### config.mk
export PLATFORM = sky130hd
export DESIGN_NAME = track_junction_arbiter
export DESIGN_NICKNAME = d
export VERILOG_FILES = /design/src/rtl/track_junction_arbiter.sv
export SDC_FILE = /design/constraint.sdc
export NUM_CORES = 1
export LEC_CHECK = 0
export ABC_AREA = 0
export ABC_CLOCK_PERIOD_IN_PS = 2100
export CELL_PAD_IN_SITES_DETAIL_PLACEMENT = 1
export CELL_PAD_IN_SITES_GLOBAL_PLACEMENT = 1
export CORE_MARGIN = 5
export CORE_UTILIZATION = 30
export CTS_CLUSTER_SIZE = 14
export DETAILED_ROUTE_END_ITERATION = 6
export PLACE_DENSITY_LB_ADDON = 0.1
export SETUP_SLACK_MARGIN = 0.05
export SYNTH_ARGS = -nofsm -noshare
export SYNTH_HDL_FRONTEND = slang
export SYNTH_SLANG_ARGS = --single-unit
### constraint.sdc
create_clock -name clk -period 2.1 [get_ports clk]
set_input_delay 0.315 -clock clk [delete_from_list [all_inputs] [get_ports clk]]
set_output_delay 0.315 -clock clk [all_outputs]
set_load 0.1 [all_outputs]
### src/rtl/track_junction_arbiter.sv
// Round-robin arbiter for one shared track junction: grants one train at a time,
// follows the occupancy sensor through entry, exit and a guard interval, and flags misuse.
module track_junction_arbiter #(
  parameter int N_TRAINS       = 4,
  parameter int CLEAR_CYCLES   = 8,
  parameter int TIMEOUT_CYCLES = 255,
  localparam int IDW           = (N_TRAINS > 1) ? $clog2(N_TRAINS) : 1
) (
  input  logic                clk,
  input  logic                rst,
  input  logic [N_TRAINS-1:0] req,
  input  logic                occ,
  output logic [N_TRAINS-1:0] grant,
  output logic [IDW-1:0]      grant_id,
  output logic                busy,
  output logic                fault,
  output logic                timeout
);

  localparam int TW = $clog2(TIMEOUT_CYCLES + 1);
  localparam int GW = $clog2(CLEAR_CYCLES + 1);
  localparam logic [TW-1:0] TIMER_LAST = TW'(TIMEOUT_CYCLES - 1);
  localparam logic [TW-1:0] TIMER_MAX  = TW'(TIMEOUT_CYCLES);
  localparam logic [GW-1:0] GUARD_LAST = GW'(CLEAR_CYCLES - 1);
  localparam logic [GW-1:0] GUARD_MAX  = GW'(CLEAR_CYCLES);

  typedef enum logic [2:0] {
    IDLE     = 3'd0,
    GRANT    = 3'd1,
    OCCUPIED = 3'd2,
    CLEAR    = 3'd3,
    FAULT    = 3'd4
  } state_t;

  state_t              state, state_n;
  logic [IDW-1:0]      last, last_n;
  logic [IDW-1:0]      grant_id_n;
  logic [N_TRAINS-1:0] grant_n;
  logic [TW-1:0]       timer, timer_n;
  logic [GW-1:0]       guard, guard_n;
  logic                busy_n, fault_n, timeout_n;

  logic                pick_found;
  logic [IDW-1:0]      pick_id;
  logic [IDW-1:0]      cand;

  // Round-robin search starting one past the last granted train, wrapping around.
  always_comb begin
    pick_found = 1'b0;
    pick_id    = '0;
    cand       = '0;
    for (int i = 1; i <= N_TRAINS; i++) begin
      cand = IDW'((int'(last) + i) % N_TRAINS);
      if (!pick_found && req[cand]) begin
        pick_found = 1'b1;
        pick_id    = cand;
      end
    end
  end

  always_comb begin
    state_n    = state;
    grant_n    = grant;
    grant_id_n = grant_id;
    last_n     = last;
    timer_n    = timer;
    guard_n    = guard;
    timeout_n  = 1'b0;
    case (state)
      IDLE: begin
        grant_n = '0;
        if (occ) begin
          state_n = FAULT;
        end else if (pick_found) begin
          state_n          = GRANT;
          grant_n[pick_id] = 1'b1;
          grant_id_n       = pick_id;
          last_n           = pick_id;
          timer_n          = '0;
        end
      end
      GRANT: begin
        if (timer != TIMER_MAX) timer_n = timer + TW'(1);
        // Entry beats abandon, and abandon beats expiry in the same cycle.
        if (occ) begin
          state_n = OCCUPIED;
          grant_n = '0;
        end else if (!req[grant_id]) begin
          state_n = CLEAR;
          grant_n = '0;
          guard_n = '0;
        end else if (timer == TIMER_LAST) begin
          state_n   = CLEAR;
          grant_n   = '0;
          guard_n   = '0;
          timeout_n = 1'b1;
        end
      end
      OCCUPIED: begin
        grant_n = '0;
        if (!occ) begin
          state_n = CLEAR;
          guard_n = '0;
        end
      end
      CLEAR: begin
        grant_n = '0;
        if (occ) begin
          state_n = FAULT;
          guard_n = '0;
        end else if (guard == GUARD_LAST) begin
          state_n = IDLE;
        end else if (guard != GUARD_MAX) begin
          guard_n = guard + GW'(1);
        end
      end
      FAULT: begin
        grant_n = '0;
        if (!occ) begin
          state_n = CLEAR;
          guard_n = '0;
        end
      end
      default: begin
        state_n = IDLE;
        grant_n = '0;
      end
    endcase
    busy_n  = (state_n != IDLE);
    fault_n = (state_n == FAULT);
  end

  always_ff @(posedge clk) begin
    if (rst) begin
      state    <= IDLE;
      last     <= IDW'(N_TRAINS - 1);
      grant    <= '0;
      grant_id <= '0;
      timer    <= '0;
      guard    <= '0;
      busy     <= 1'b0;
      fault    <= 1'b0;
      timeout  <= 1'b0;
    end else begin
      state    <= state_n;
      last     <= last_n;
      grant    <= grant_n;
      grant_id <= grant_id_n;
      timer    <= timer_n;
      guard    <= guard_n;
      busy     <= busy_n;
      fault    <= fault_n;
      timeout  <= timeout_n;
    end
  end

endmodule

### Word-level counts from Yosys, hierarchy flattened

Index checks and enable logic that the tools add are counted.

| operators by class | value |
|---|---|
| bitwise operators | 3 |
| muxes and demuxes | 46 |
| eq/ne operators | 18 |
| reductions and logical operators | 16 |
| order comparisons | 7 |
| add/sub/neg operators | 6 |

Operators by type and width:

| cell | number |
|---|---|
| 4-bit two-way mux | 10 |
| 3-bit two-way mux | 8 |
| 8-bit two-way mux | 3 |
| 2-bit by 3-bit less-than comparator with 1-bit output (second input constant) | 6 |
| 8-bit case mux with 2 select lines | 1 |
| 3-bit case mux with 4 select lines | 1 |
| 4-bit case mux with 3 select lines | 1 |
| 1-bit two-way mux | 11 |
| 1-bit binary-select mux with 2-bit select | 5 |
| 2-bit != test (second input constant) | 5 |
| 3-bit != test (second input constant) | 3 |
| 8-bit by 1-bit adder with 8-bit output (second input constant) | 1 |
| 8-bit == test (second input constant) | 1 |
| 2-bit two-way mux | 4 |
| 4-bit != test (second input constant) | 2 |
| 8-bit != test (second input constant) | 1 |
| 4-bit case mux with 2 select lines | 1 |
| 3-bit by 2-bit == test with 1-bit output (second input constant) | 2 |
| 3-bit == test (second input constant) | 2 |
| 6-bit AND reduction | 1 |
| 3-bit nonzero test | 2 |
| 2-bit by 1-bit adder with 2-bit output (second input constant) | 2 |
| 2-bit adder (second input constant) | 2 |
| 4-bit by 1-bit adder with 4-bit output (second input constant) | 1 |
| 13 further kinds | 20 |

| storage, ports and cells | value |
|---|---|
| logic and storage cells | 105 |
| bits in registers | 26 |
| bits of input ports | 7 |
| output and inout port bits | 9 |

### Logic depth before layout (Yosys ltp)

| logic depth | value |
|---|---|
| depth in word-level cells | 20 |
| gate-level depth with buffers | 7 |
| depth with buffers taken out | 7 |

### Worst setup path after synthesis

OpenSTA, ideal clock, no wires.

| path | value |
|---|---|
| kind | register to register |
| from | reg grant_id[0] |
| to | reg busy |
| setup time | 0.079 ns |
| arrival | 2.159 ns |
| buffers on the path | 0 |
| period minus slack after synthesis | 2.238 ns |
| slack | -0.138 ns |
| stages on the path, launching flop included | 5 |
| required time | 2.021 ns |
| path through | dfxtp_1 mux4_2 nor2b_1 or3_1 o211ai_1 |

| on the way | value |
|---|---|
| word-level cells in the longest chain between the ends | 6 |

RTL lines:

| element | RTL line | RTL |
|---|---|---|
| start: declaration | 14 | `output logic [IDW-1:0] grant_id,` |
| start signal: assignment | 148 | `grant_id <= grant_id_n;` |
| 1-bit binary-select mux with 2-bit select | 88 | `end else if (!req[grant_id]) begin` |
| 1-bit two-way mux (not written as such) | 88 |  |
| 3-bit two-way mux | 88 |  |
| 3-bit two-way mux | 85 | `if (occ) begin` |
| 3-bit case mux with 4 select lines | 69 | `case (state)` |
| 3-bit nonzero test | 129 | `busy_n = (state_n != IDLE);` |
| end signal: assignment | 151 | `busy <= busy_n;` |
| end: declaration | 15 | `output logic busy,` |

No other way between the ends. The select of a mux whose other input is x is not followed.
A chain may end at the register's enable or synchronous reset.

### Worst setup path in the final report

| path | value |
|---|---|
| from | in req[2] |
| to | reg timer[6] |

| on the way | value |
|---|---|
| word-level cells in the longest chain between the ends | 14 |
| elaborated cells on any way between the ends | 20 |
| classes of those cells | eq/ne (1); mux (12); reduce/logical (7) |

RTL lines:

| element | RTL line | RTL |
|---|---|---|
| start: declaration | 11 | `input logic [N_TRAINS-1:0] req,` |
| 1-bit binary-select mux with 2-bit select | 54 | `if (!pick_found && req[cand]) begin` |
| 1-bit two-way mux (not written as such) | 54 |  |
| 1-bit two-way mux | 54 |  |
| 1-bit zero test | 54 |  |
| 1-bit logical AND | 54 |  |
| 1-bit two-way mux | 54 |  |
| 1-bit zero test | 54 |  |
| 1-bit logical AND | 54 |  |
| 1-bit two-way mux | 54 |  |
| 1-bit zero test | 54 |  |
| 1-bit logical AND | 54 |  |
| 1-bit two-way mux * | 54 |  |
| 2-bit != test (no line) * | - |  |
| 4-bit AND reduction (no line) * | - |  |
| end signal: assignment | 149 | `timer <= timer_n;` |
| end: declaration | 39 | `logic [TW-1:0] timer, timer_n;` |

Every way passes the cells marked *; elsewhere a longest branch is shown, timed or not. The select of a mux whose other input is x is not followed.

==> implementation parameters <==
Parameter                              Value

Critical path
  Cell-by-cell trace of the critical path ... clkdlybuf4s50_1, or4_4, nand4_4, buf_4, nand2b_4, nor3_2
  Crit Path Max Fanout ... 17
  Worst stage delay on the critical path ... approximately 0.53 ns
  Crit path launch type ... primary input
  Critical path required time ... between 2 and 2.5 ns
  Path type of the worst setup path ... primary input to flop
  Crit. End Element ... flop
  Worst path top cell family by delay ... simple AND/OR/NAND/NOR gates
  Number of buffer and inverter stages on the critical path ... 2
  Critical-path cell with the highest stage delay ... sky130_fd_sc_hd__or4_4
  Endpoint arrival time on the critical path ... slightly below 2 ns

Finish
  Total Nets Final ... 198
  Commonest non-fill, non-tap cells in the layout ... 25 x sky130_fd_sc_hd__dfxtp_1, 18 x sky130_fd_sc_hd__nor2_1, 18 x sky130_fd_sc_hd__buf_4
  Most common library cell in the layout ignoring fill and taps ... sky130_fd_sc_hd__dfxtp_1
  Layout area overhead ... 18.7%
  Layout cells sized above 1 ... 0.177
  Final antenna diode count ... 0

Placement
  Routability congestion estimate ... just over 0.7
  Count of buffers inserted at the top-level ports ... 15
  Final HPWL from detailed placement ... around 2900 um

Die
  Y dimension of the die ... around 80 um
  Num ports ... 16
  Chip width ... roughly 79 um
  Initial core utilization ... 0.306
  Area of the die ... 6280 um2
  CORE AREA ... about 4700 um2
  Number of placement rows ... 25

Synthesis
  Summed instance area of the synthesized netlist ... 1440 um2
  Synth Register Bits ... 26
  Synthesis Warnings ... 0
  Post-synth top area cell ... sky130_fd_sc_hd__dfxtp_1
  Cells after Synth ... 164
  Synthesized area divided by synthesized cell count ... a little under 9 um2
  Cell types with the largest area share after synthesis ... sky130_fd_sc_hd__dfxtp_1 36%, sky130_fd_sc_hd__nor2_1 4.7%, sky130_fd_sc_hd__a21oi_1 3.8%
  Sequential area share after synthesis ... 0.362
  Count of unique library cells instantiated by Yosys ... between 40 and 50
  Fraction of post-synthesis cell area in the top cell type by area ... 0.362
  Net count after synthesis ... about 180

Drt
  Via count of the routed design ... 1291
  DRC violations left ... 0
  Post-route ant nets ... 0
  Count of routing violations after the opening detailed-route iteration ... 24
  DRT Wirelength ... 3690 um
  Number of optimization iterations in the first detailed-route pass ... 4
  Vias per cell ... about 5.4
  Avg WL per Cell ... around 15 um

Timing
  Sum of negative setup slack ... 0 ns
  RSZ-0062 raised after global routing ... no
  Final setup vio count ... 0
  Slew of the pin with the lowest slew margin ... about 0.47 ns
  Number of hold violations in the final report ... 0
  Headroom to the max-slew limit ... 0.684
  Fin crit period ... approximately 1.8 ns
  Highest achievable clock rate ... ~560 MHz
  Number of pins exceeding their max-slew limit in the final report ... 0
  Fin Clk Skew ... 0.00539 ns
  Final worst path period share ... 0.854

CTS
  Clk_lat worst skew ... roughly 0.27 ns
  # resized after CTS ... 0
  Root buffer selected by CTS ... sky130_fd_sc_hd__clkbuf_8
  Clock-pin slew on the worst setup and hold paths ... ~0.090 ns
  Clock Sink Count ... 26
  Hold-fix buffer count after cts ... 0
  Clock tree from TritonCTS ... done
  Number of H-tree branching levels ... 1
  Clock Tree Buf Depth ... 2
  Total setup buffers inserted after CTS ... 0
  Inserted Clock Buffers ... 3

Job
  Reported max-cap violation count ... 0

Hold path
  Hold Crit Class ... flop to flop

Power
  Leakage power ... 0.602 nW
  PD cells ... ~820 nW/um2
  Peak VDD IR ... around 0.29 mV
  Total power after layout ... approximately 1.4 mW

Global routing
  Number of global-route vias before repair ... approximately 1300
  First-pass GRT wire length ... approximately 6100 um
  Overflow after GRT ... 0
  Pin count of the biggest net entering global routing ... 18
  Number of antenna violations at the first check in global routing ... 0
  GRT Overall Usage ... 0.124

Run status
  Run status ... complete, no violations
routing by layer:
metal | track usage | up-vias | wire length, um
met4 | 0.0361 | 0 | 25
met3 | 0.0227 | 2 | 66
met2 | 0.233 | 10 | 1970
met5 | 0 | - | 0
li1 | - | 639 | -
met1 | 0.140 | 640 | 1620
metrics by stage:
| step | cells | util | hold slack [ns] | setup WS (ns) | area, um2 |
|---|---|---|---|---|---|
| finish | 240 | 0.364 | 0.477 | 0.306 | 1710 |
| global route | 240 | 0.364 | 0.486 | 0.215 | 1710 |
| CTS | 240 | 0.364 | 0.479 | 0.298 | 1710 |
| detailed placement | 236 | 0.352 | 0.453 | 0.00129 | 1650 |
| global placement | 236 | 0.352 | 0.452 | 0.0725 | 1650 |
| floorplan | 164 | - | 0.480 | 0.0668 | 1440 |
state kept, by name (all words and copies together) (netlist names):
signal,count
busy,1
fault,1
grant,4
grant_id,2
guard,4
last,2
state,3
timeout,1
timer,8
synthesized netlist by cell type, drive strengths merged:
master and instances:
nor3 7, o2bb2ai 4, a21boi 2, nand2b 6, or4 1, o31ai 2, nand3b 1, dfxtp 26
o211ai 4, a221o 1, ha 4, a31oi 5, xnor2 5, nand4 2, and3b 1, o22ai 2
a211oi 5, and4 2, nor4bb 1, or3 1, o21bai 1, inv 10, buf 4, nor2b 3
or2 1, and3 1, o21ai 7, nor3b 2, nor4 1, and2 1, or4b 1, clkbuf 2
nand3 9, nor2 19, o221a 1, mux4 1, xor2 1, a21oi 11, nand2 6
final cells by class:
| class | instances | area [um2] |
|---|---|---|
| Clock buffer | 4 | 55.1 |
| Fill cell | 574 | 2990 |
| Inverter | 10 | 37.5 |
| Multi-Input combinational cell | 122 | 830 |
| Sequential cell | 26 | 522 |
| Tap cell | 54 | 67.6 |
| Timing Repair Buffer | 24 | 195 |
logic make-up after synthesis:
kind of cell    after synthesis  synth area share
mux                           1            0.0157
simple gates                 66             0.282
buf+inv                      16            0.0609
xor+xnor                      6            0.0366
flops                        26             0.362
fa+ha+maj                     4            0.0348
compound gates               45             0.208
worst paths after layout:
| path | from | endpoint | slack, ns | depth (start not counted) |
|---|---|---|---|---|
| hold reg to reg | grant[3] | grant[3] | 0.48 | 1 |
| setup / recovery | req[2] | timer[6] | 0.31 | 6 |
| setup reg to reg | state[0] | timer[5] | 0.40 | 5 |
| hold / removal | grant[3] | grant[3] | 0.48 | 1 |
report_power, final:
| group | switching (mW) | internal [mW] | total (mW) |
|---|---|---|---|
| sequential | 0.0596 | 0.537 | 0.596 |
| clock | 0.156 | 0.167 | 0.323 |
| combinational | 0.328 | 0.155 | 0.483 |
(Power assumes the default switching activity.)
==> RTL change 1, RTL diff (same flow settings) <==
Set the parameter `N_TRAINS` to 8 (it was 4).
--- a/src/rtl/track_junction_arbiter.sv
+++ b/src/rtl/track_junction_arbiter.sv
@@ -2,5 +2,5 @@
 // follows the occupancy sensor through entry, exit and a guard interval, and flags misuse.
 module track_junction_arbiter #(
-  parameter int N_TRAINS       = 4,
+  parameter int N_TRAINS       = 8,
   parameter int CLEAR_CYCLES   = 8,
   parameter int TIMEOUT_CYCLES = 255,
Interface: changed (resized grant, grant_id and req); port bits go from 16 to 25. The function was not compared with the original's and may differ.
==> RTL change 1 against the original RTL <==
  * The flow now finishes with violations (negative setup slack)
  * Total power rose to 3.4 times the old value
  * Wire length up 140%
  * Register-to-register slack worse by 1.1 ns
  * Sequential cell count up 6
  * Design area up 130%
  * Synthesized area up 83%
  * Core utilization up 8.9 points
  * Setup slack worse by 1.1 ns
==> RTL change 1: results (changes against the original RTL) <==
Outcome
  – Failing checks: negative setup slack
  – Status: finished, violations left (was finished clean)

Power and ir drop
  – Sw frac: 44.3% (was 38.7%)

Yosys
  – Sequential area share after synthesis: 24.3% (was 36.2%)
  – Synth top cells by count: dfxtp_1, nand2_1, nor2_1, mux4_2 (was dfxtp_1, nor2_1, a21oi_1, inv_1, nand3_1)

Setup path
  – Worst Setup SP: last[0] (was req[2])
  – Crit-path max FO: 7 (was 17)

Placement
  – Final HPWL DP: 6780 um (was 2940 um)
  – GPL Wtd Cong: 0.763 (was 0.713)
  – PortBufs: 24 (was 15)

Timing
  – Setup violators final: 24 (was 0)
  – Max transition margin: 55.4% (was 68.4%)
  – Max Clock Skew: 0.0114 ns (was 0.00539 ns)
  – Final worst-path setup slack: -0.745 ns (was 0.306 ns)

CTS
  – Htree depth: 2 (was 1)
  – Total CTS buffers: 5 (was 3)
  – Worst-path clk slew: 0.07 ns (was 0.09 ns)

Layout
  – Largest regs: grant (8), timer (8), guard (4) (was timer (8), grant (4), guard (4))
  – Layout cells sized above 1: 51.0% (was 17.7%)
  – Fin nets: 406 (was 198)
  – # fillers: 1011 (was 574)

Route
  – Iter 0 DRT Violations: 58 (was 24)
  – Routed vias: 2638 (was 1291)

Hold path
  – Worst Hold Launch: grant[5] (was grant[3])

Global routing
  – Largest net degree at the start of global routing: 19 (was 18)
  – Tot GR Track Use: 16.3% (was 12.4%)
[RTL change 1: changes by cell type in the layout (fill, tap and decap cells not counted), moves of 5 or more]
cell,delta
buf_4,+83
o21ai_1,+5
mux2i_1,+8
mux4_2,+16
xnor2_1,-5
mux2_4,+6
a211oi_1,-5
nand3_1,-5
xor2_1,+8
nand2_1,+19
[RTL change 1: metrics by stage]
step	worst slack, ns	std cells	area, sq um	hold WS [ns]	utilization [%]
6_report	-0.745	498	3910	0.460	45.3
5_1_grt	-0.843	498	3910	0.483	45.3
4_1_cts	-0.707	487	3780	0.463	43.8
3_5_place_dp	-1.04	469	3520	0.451	40.7
3_3_place_gp	-1.03	469	3520	0.441	40.7
2_1_floorplan	-0.798	284	2780	0.459	-
[RTL change 1: final cells by class]
| type | instances | area share (%) |
|---|---|---|
| Sequential cell | 32 | 16.7 |
| Multi-Input combinational cell | 224 | 53.1 |
| Clock inverter | 1 | 0.192 |
| Timing Repair Buffer | 117 | 23.3 |
| Clock buffer | 7 | 2.21 |
| Tap cell | 108 | 3.45 |
| Inverter | 9 | 1.06 |
[RTL change 1: cell families (layout without fill, tap and decap cells)]
kind of cell,Yosys count,after routing,synth area share (%)
and+or+nand+nor,94,94,18.3
AOI/OAI and AO/OA,76,76,21.0
muxes,39,39,25.0
DFF,32,32,24.3
buffers and inverters,28,134,5.47
xor gates and xnor gates,9,9,2.99
adders and majority gates,6,6,2.85
[RTL change 1: worst paths after layout]
path | end | slack, ns | cells past startpoint
setup / recovery | grant[2] | -0.74 | 11
hold / removal | grant[5] | 0.46 | 2
setup reg to reg | grant[2] | -0.74 | 11
hold reg to reg | grant[5] | 0.46 | 2
[RTL change 1: power groups by stage]
stage                     combinational, uW  clock, uW  sequential (uW)
after global routing                   3730        553              748
final                                  3470        506              737
after detailed placement               2960          0              750
after floorplan                        1710          0             1020
after CTS                              3300        530              743
after global placement                 2950          0              750
[RTL change 1: worst register-to-register path: cells and delay by family, from the launching register on]
kind | cells | cell delay, ns
fa+ha+maj | 1 | 0.28
flops | 1 | 0.34
buf+inv | 3 | 0.31
simple gates | 3 | 0.78
mux | 2 | 0.71
compound gates | 2 | 0.35
[RTL change 1: what timing repair did]
item,in CTS,in global routing
pin swaps,8,5
endpoints found under the setup margin,29,28
gates resized for setup,48,17
buffers inserted,10,11
hold buffers,0,0
[RTL change 1: metal layers]
layer	part of all wire (%)	GRT usage (%)	up-vias
met4	0.66	3.05	0
met5	0	0	-
met2	53	29.8	19
met1	45	20.4	1311
met3	1.2	2.18	5
li1	-	-	1303
==> RTL change 2, RTL diff (config.mk and constraints unchanged) <==
Made on the original files. Register the output `timeout` once more, cleared by the reset; this adds one clock of latency there. The other outputs are not delayed to match.
--- a/src/rtl/track_junction_arbiter.sv
+++ b/src/rtl/track_junction_arbiter.sv
@@ -32,4 +32,6 @@
     FAULT    = 3'd4
   } state_t;
+
+  logic timeout_s0;
 
   state_t              state, state_n;
@@ -141,5 +143,5 @@
       busy     <= 1'b0;
       fault    <= 1'b0;
-      timeout  <= 1'b0;
+      timeout_s0 <= 1'b0;
     end else begin
       state    <= state_n;
@@ -151,5 +153,13 @@
       busy     <= busy_n;
       fault    <= fault_n;
-      timeout  <= timeout_n;
+      timeout_s0 <= timeout_n;
+    end
+  end
+
+  always_ff @(posedge clk) begin
+    if (rst) begin
+      timeout <= '0;
+    end else begin
+      timeout <= timeout_s0;
     end
   end
Behaviour: no difference found for any inputs over 4 cycles, from zero or initial values and one cycle with rst high; that may be too few to reach the edited logic, so the function may still have changed.
==> RTL change 2 against the original RTL <==
  * Design area fell by 0.88%
  * Non-clock buffer count rose by 2
  * Cell count rose by 0.42%
  * Sequential cell count rose by 1
  * Total power fell by 20%
  * Critical path depth did not move
  * Synthesized area fell by 2.4%
  * Wire length rose by 1.3%
  * Synthesized cell count rose by 1.2%
  * Die area fell by 2.1%
  * Setup slack got worse by 0.12 ns
  * Sequential power fell by 6.4%
  * Critical endpoint is now busy
==> RTL change 2: results (changes against the original RTL) <==
Global routing
  – Number of global-route vias before repair: 1393 (was 1317)
  – Tot GR Track Use: 13.0% (was 12.4%)
  – Largest net degree at the start of global routing: 16 (was 18)
  – First-pass GRT wire length: 6480 um (was 6140 um)

Power and ir drop
  – Maximum vdd drop: 0.299 mV (was 0.293 mV)
  – P_leak: 0.000645 uW (was 0.000602 uW)

Setup path
  – RR Startpoint: timer[0] (was state[0])
  – Worst Setup SP: req[0] (was req[2])
  – Arr. time, crit path: 2.09 ns (was 1.99 ns)

Placement
  – Inst Count DP: 237 (was 236)
  – Final HPWL DP: 2990 um (was 2940 um)
  – DP Worst Slack: -0.112 ns (was 0.00129 ns)

Yosys
  – Synth top area cells: dfxtp_1, nor2_1, a21oi_1 (unchanged)
  – Syn_nets: 177 (was 175)
  – Synth top cells by count: dfxtp_1, nor2_1, a21oi_1, nand2_1, o21ai_0 (was dfxtp_1, nor2_1, a21oi_1, inv_1, nand3_1)
  – Synth cell types: 46 (was 47)
  – Sequential area share after synthesis: 38.5% (was 36.2%)
  – Mapped Avg Cell Area: 8.45 sq um (was 8.77 sq um)

Timing
  – Max Clock Skew: 0.00682 ns (was 0.00539 ns)
  – Worst-Margin Slew: 0.533 ns (was 0.473 ns)

Route
  – DR vias/cell: 5.38 (about the same)
  – Wirelength, routed: 3740 um (was 3690 um)

Layout
  – # fillers: 534 (was 574)
  – Fin nets: 201 (was 198)

Outcome
  – Status: finished clean (unchanged)
RTL change 2: cell count changes after synthesis, moves of 3 or more:
cell	delta
nand2_1	+5
o2bb2ai_1	-4
buf_4	-3
clkbuf_1	+4
o21ai_0	+6
RTL change 2: kinds of logic (layout without fill, tap and decap cells):
| kind of cell | count (synthesis) | count (layout) | share of synthesized area [%] |
|---|---|---|---|
| AND/OR/NAND/NOR | 67 | 67 | 26.0 |
| adder cells (fa/ha/maj) | 4 | 4 | 3.57 |
| multiplexers | 1 | 1 | 1.61 |
| buffers and inverters | 15 | 38 | 4.55 |
| flip-flops | 27 | 27 | 38.5 |
| XOR/XNOR | 6 | 6 | 3.75 |
| AO/OA/AOI/OAI | 46 | 46 | 22.0 |
RTL change 2: cell type report:
class	count	area, sq um	area share [%]
inverter	8	30.0	1.78
tap	52	65.1	3.85
clock buffer	4	45.0	2.66
multi-input combinational	124	798	47.2
sequential	27	543	32.1
timing repair buffer	26	210	12.4
RTL change 2: where the power goes:
group | internal, uW | leakage [uW] | switching, uW
sequential | 533 | 0.000220 | 24.7
combinational | 90.0 | 0.000402 | 170
clock | 136 | 0.0000228 | 167
total | 759 | 0.000645 | 362
RTL change 2: final timing paths:
path	endpoint	slack [ns]	depth (start not counted)
worst max-delay path	busy	0.18	6
worst min-delay path	timeout	0.44	1
worst max register to register	busy	0.24	7
worst min register to register	timeout	0.44	1
RTL change 2: per-layer routing:
layer / GRT usage [%] / vias to the layer above / wire [um] / share of wire (%)
li1: - / 644 / - / -
met1: 16.2 / 634 / 1810 / 48
met2: 22.7 / 15 / 1780 / 48
met3: 2.86 / 4 / 104 / 2.8
met4: 3.67 / 0 / 42 / 1.1
met5: 0 / - / 0 / 0
RTL change 2: stage by stage:
| stage | hold slack (ns) | power [uW] | instance area, sq um |
|---|---|---|---|
| global placement | 0.426 | 823 | 1650 |
| CTS | 0.449 | 1130 | 1690 |
| detailed placement | 0.427 | 831 | 1650 |
| floorplan | 0.414 | 744 | 1410 |
| global route | 0.473 | 1180 | 1690 |
| finish | 0.444 | 1120 | 1690 |
RTL change 2: critical path, cell delays in order:
cell,delay [ns]
clkdlybuf4s50_1,0.56
mux4_2,0.28
o21ai_1,0.10
a2111oi_2,0.34
nor3_1,0.11
or3_1,0.38
